File: src/rtl/crg_pkg.sv
// Shared types and helpers for the clock-gate enable sequencer.
package crg_pkg;

    typedef enum logic [1:0] {
        CG_OFF       = 2'd0,
        CG_WAKE      = 2'd1,
        CG_ON        = 2'd2,
        CG_IDLE_WAIT = 2'd3
    } cg_state_e;

    // One extra bit of headroom over the largest count ever loaded (max-1).
    function automatic int cg_cnt_w(input int wake, input int idle);
        int m;
        m = (wake > idle) ? wake : idle;
        return $clog2(m) + 1;
    endfunction

endpackage

File: src/rtl/clk_gate_ctrl_chan.sv
// One clock-gate channel: wakes on want, reports settled clock, gates after idle hysteresis.
module clk_gate_ctrl_chan
    import crg_pkg::*;
#(
    parameter int WAKE_CYCLES = 2,
    parameter int IDLE_CYCLES = 16
) (
    input  logic      clk,
    input  logic      rst_n,
    input  logic      want,
    input  logic      idle,
    output logic      en,
    output logic      ack,
    output cg_state_e state
);

    localparam int CW = cg_cnt_w(WAKE_CYCLES, IDLE_CYCLES);
    localparam logic [CW-1:0] WAKE_LOAD = CW'(WAKE_CYCLES - 1);
    localparam logic [CW-1:0] IDLE_LOAD = CW'(IDLE_CYCLES - 1);

    logic [CW-1:0] cnt;

    // Valid/ready does not apply here: want/idle are levels sampled every edge,
    // and ack is the level "clock running and settled" back to the domain.
    always_ff @(posedge clk or negedge rst_n) begin
        if (!rst_n) begin
            state <= CG_OFF;
            en    <= 1'b0;
            ack   <= 1'b0;
            cnt   <= '0;
        end else begin
            case (state)
                CG_OFF: begin
                    if (want) begin
                        state <= CG_WAKE;
                        en    <= 1'b1;
                        cnt   <= WAKE_LOAD;
                    end
                end
                CG_WAKE: begin
                    // A dropped request does not abort the wake; the gate settles first.
                    if (cnt == '0) begin
                        state <= CG_ON;
                        ack   <= 1'b1;
                    end else begin
                        cnt <= cnt - 1'b1;
                    end
                end
                CG_ON: begin
                    if (!want && idle) begin
                        state <= CG_IDLE_WAIT;
                        cnt   <= IDLE_LOAD;
                    end
                end
                CG_IDLE_WAIT: begin
                    // Abort beats terminal count so a late request never loses the clock.
                    if (want || !idle) begin
                        state <= CG_ON;
                        cnt   <= '0;
                    end else if (cnt == '0) begin
                        state <= CG_OFF;
                        en    <= 1'b0;
                        ack   <= 1'b0;
                    end else begin
                        cnt <= cnt - 1'b1;
                    end
                end
                default: begin
                    state <= CG_OFF;
                    en    <= 1'b0;
                    ack   <= 1'b0;
                    cnt   <= '0;
                end
            endcase
        end
    end

endmodule

File: src/rtl/clk_gate_ctrl.sv
// Per-domain clock-enable sequencer: NUM_DOMAINS independent gate channels plus ALL_OFF.
module clk_gate_ctrl
    import crg_pkg::*;
#(
    parameter int NUM_DOMAINS = 4,
    parameter int WAKE_CYCLES = 2,
    parameter int IDLE_CYCLES = 16
) (
    input  logic                     CLK,
    input  logic                     RST_N,
    input  logic                     FORCE_ON,
    input  logic [NUM_DOMAINS-1:0]   REQ,
    input  logic [NUM_DOMAINS-1:0]   IDLE,
    output logic [NUM_DOMAINS-1:0]   EN,
    output logic [NUM_DOMAINS-1:0]   ACK,
    output logic                     ALL_OFF,
    output logic [2*NUM_DOMAINS-1:0] DBG_STATE
);

    for (genvar i = 0; i < NUM_DOMAINS; i++) begin : g_chan
        cg_state_e chan_state;

        clk_gate_ctrl_chan #(
            .WAKE_CYCLES(WAKE_CYCLES),
            .IDLE_CYCLES(IDLE_CYCLES)
        ) u_chan (
            .clk  (CLK),
            .rst_n(RST_N),
            .want (REQ[i] | FORCE_ON),
            .idle (IDLE[i]),
            .en   (EN[i]),
            .ack  (ACK[i]),
            .state(chan_state)
        );

        assign DBG_STATE[2*i +: 2] = chan_state;
    end

    assign ALL_OFF = ~|EN;

endmodule

File: config.mk
export PLATFORM = sky130hd
export DESIGN_NAME = clk_gate_ctrl
export DESIGN_NICKNAME = d
export VERILOG_FILES = /design/src/rtl/crg_pkg.sv /design/src/rtl/clk_gate_ctrl_chan.sv /design/src/rtl/clk_gate_ctrl.sv
export SDC_FILE = /design/constraint.sdc
export NUM_CORES = 1
export LEC_CHECK = 0
export ABC_AREA = 1
export BUFFER_PORTS_ARGS = -buffer_cell sky130_fd_sc_hd__buf_2
export CAP_MARGIN = 20
export CORE_UTILIZATION = 62
export DETAILED_ROUTE_END_ITERATION = 10
export GPL_TIMING_DRIVEN = 0
export MAX_ROUTING_LAYER = met4
export PLACE_DENSITY_LB_ADDON = 0.1
export SETUP_SLACK_MARGIN = 0.4
export SLEW_MARGIN = 20
export SYNTH_ARGS = -nofsm -noshare
export SYNTH_HDL_FRONTEND = slang
export SYNTH_SLANG_ARGS = --single-unit
File: constraint.sdc
create_clock -name CLK -period 2.5 [get_ports CLK]
set_input_delay 0.125 -clock CLK [delete_from_list [all_inputs] [get_ports CLK]]
set_output_delay 0.125 -clock CLK [all_outputs]
set_load 0.05 [all_outputs]
==> impl_metrics.tcl <==
set metrics [dict create \
    status "finished, final reports clean" \
    dp.cells 367 \
    cts_setup_buffers 0 \
    rsz0062_at_grt "false" \
    crit_fanout 3 \
    hp-class "input port to register" \
    gp_congestion 0.851 \
    portBuffers 27 \
    required_ns 2.38 \
    ant_nets 0 \
    syn_nets 311 \
    startpoint "g_chan[1].u_chan.en$_DFFE_PN0P_" \
    ys_ff_latch 36 \
    syn_inst 296 \
    vias 1977 \
    grt_start_max_net_pins 37 \
    start_util_pct 67.9 \
    setup_tns_ns 0 \
    postCtsResizedCells 0 \
    clk_path_buf_depth 2 \
    synth_edf_count 0 \
    track_usage_pct 26.3 \
    viasPerCell 5.26 \
    clock-skew-final_ns 0.0169 \
    instances_no_fill 376 \
    setup_viol 0 \
    worst_pin_slew_ns 0.767 \
    drc 0 \
    arrival_ns 1.41 \
    syn_area_mm2 0.00214 \
    cap_violations 0 \
    whs_ns 0.0507 \
    r2r_cells 9 \
    r2r_slack_ns 0.98 \
    synthTopCellsByArea "dfrtp_1 42%, nand2_1 16%, inv_1 5.8%, nand3_1 5.6%, nor2_1 4.9%" \
    p_leak_nw 1.31 \
    slew_viol_final 0 \
    synth_top_area_share_pct 42.1 \
    die_area_mm2 0.00369 \
    postCtsHoldBufs 1 \
    grt-ovfl-total 0 \
    grt_pass1_vias 1691 \
    finalHoldViolCount 0 \
    crit_end "ALL_OFF" \
    cts_buffers 5 \
    ys_warn_count 0 \
    start_kind "register" \
    synth_common_cells "91 x nand2_1, 36 x dfrtp_1, 33 x inv_1" \
    ys.flop_type "dfrtp_1" \
    hpwl_um 3000 \
    syn_avg_cell_area_um2 7.23 \
    yosysMostFrequentCell "nand2_1" \
    row_count 20 \
    grt_pass1_wl_um 6940 \
    drive_gt1_share_pct 19.6 \
    slew_headroom_pct 48.9 \
    synth_top_area_cell "dfrtp_1" \
    die_h_um 60.8 \
    cts_tree "yes" \
    pwr_density_cell_mw_per_mm2 1510 \
    core-area_mm2 0.00315 \
    period_minus_slack_ns 1.54 \
    timing.rr.end "g_chan[2].u_chan.cnt[1]$_DFFE_PN0P_" \
    num_antenna_cells 0 \
    worstReg2RegStart "g_chan[2].u_chan.cnt[0]$_DFFE_PN0P_" \
    antenna_found_initial 0 \
    dieWidth_um 60.8 \
    timing.final.crit_share_pct 61.5 \
    utilization_pct 77.3 \
    wl_per_cell_um 11.3 \
    clockRootBuffer "clkbuf_4" \
    endpoint_kind "primary output" \
    fin_nets 346 \
    async_reset_ff_share_pct 100 \
    worst_ir_drop_vdd_mv 0.937 \
    syn_to_final_growth_pct 13.8 \
    cts_sinks 36 \
    seq_area_frac_synth_pct 42.1 \
    max_freq_mhz 650 \
    clk-insertion-delay-late_ns 0.36 \
    drtIter0Drc 131 \
    ios 28 \
    clk_pin_slew_worst_paths_ns 0.12 \
    synth.distinct_cells 26 \
    criticalPathCategory "register to primary output" \
    drt_first_pass_iters 4 \
    routed_wl_um 4250 \
    htreeDepth 2 \
]
worst min-delay path by stage:
stage	from	to	cells after the start
floorplan	RST_N	g_chan[0].u_chan.ack$_DFFE_PN0P_	0
global placement	RST_N	g_chan[1].u_chan.cnt[0]$_DFFE_PN0P_	1
detailed placement	RST_N	g_chan[1].u_chan.cnt[3]$_DFFE_PN0P_	1
CTS	REQ[3]	g_chan[3].u_chan.en$_DFFE_PN0P_	3
global route	REQ[3]	g_chan[3].u_chan.en$_DFFE_PN0P_	3
finish	REQ[3]	g_chan[3].u_chan.en$_DFFE_PN0P_	3
power by group:
part / total [mW] / internal [mW] / switching (mW)
sequential: 1.07 / 0.840 / 0.232
combinational: 2.13 / 0.700 / 1.43
clock: 0.474 / 0.266 / 0.209
metal layers:
metal	share of wire [%]	up-vias	GRT usage, %
li1	-	1013	-
met1	46	897	33.3
met2	46	60	41.1
met3	5.8	7	6.61
met4	1.2	0	8.77
met5	0	-	-
placed cells by master (no fill, tap or decap), drive strengths merged:
| cell | count |
|---|---|
| nand2 | 101 |
| buf | 38 |
| dfrtp | 36 |
| inv | 36 |
| nor2 | 30 |
| nand3 | 27 |
| o21ai | 25 |
| a21oi | 10 |
| clkbuf | 7 |
| o21bai | 4 |
| ha | 4 |
| o31ai | 3 |
| xnor2 | 2 |
| nand3b | 2 |
| nor4 | 1 |
| a21boi | 1 |
| a31oi | 1 |
| nand4 | 1 |
| xor2 | 1 |
| bufinv | 1 |
| dlygate4sd3 | 1 |
area by class of cell:
type	instances	area, um2
buffer	11	83.8
clock buffer	7	65.1
clock inverter	1	30.0
fill	248	717
inverter	36	135
multi-input combinational	213	1020
sequential	36	901
tap	44	55.1
timing repair buffer	28	145
logic make-up (layout without fill, tap and decap cells):
kind of cell	count (synthesis)	count (layout)	share of synthesized area, %
and+or+nand+nor	162	162	32.7
buffers and inverters	47	83	10.2
AOI/OAI and AO/OA	44	44	11.5
DFF	36	36	42.1
adders and majority gates	4	4	2.34
xor gates and xnor gates	3	3	1.23
sequential cells by signal, summed over array words and instances, names as in the netlist:
| signal | flops |
|---|---|
| g_chan.u_chan.ack | 4 |
| g_chan.u_chan.state | 8 |
| g_chan.u_chan.cnt | 20 |
| g_chan.u_chan.en | 4 |
worst max-delay path, stage by stage (launching register included):
cell and delay [ns]:
dfrtp_1 0.42, nor4_1 0.32, buf_2 0.33
through the flow:
step | total power [mW] | area (um2) | setup WS, ns
after floorplan | 2.77 | 2140 | 0.440
after global placement | 3.15 | 2330 | 1.04
after detailed placement | 3.19 | 2330 | 1.01
after CTS | 3.68 | 2440 | 0.969
after global routing | 4.00 | 2440 | 0.837
final | 3.68 | 2440 | 0.961
No activity file was read; power rests on OpenSTA's default activity.
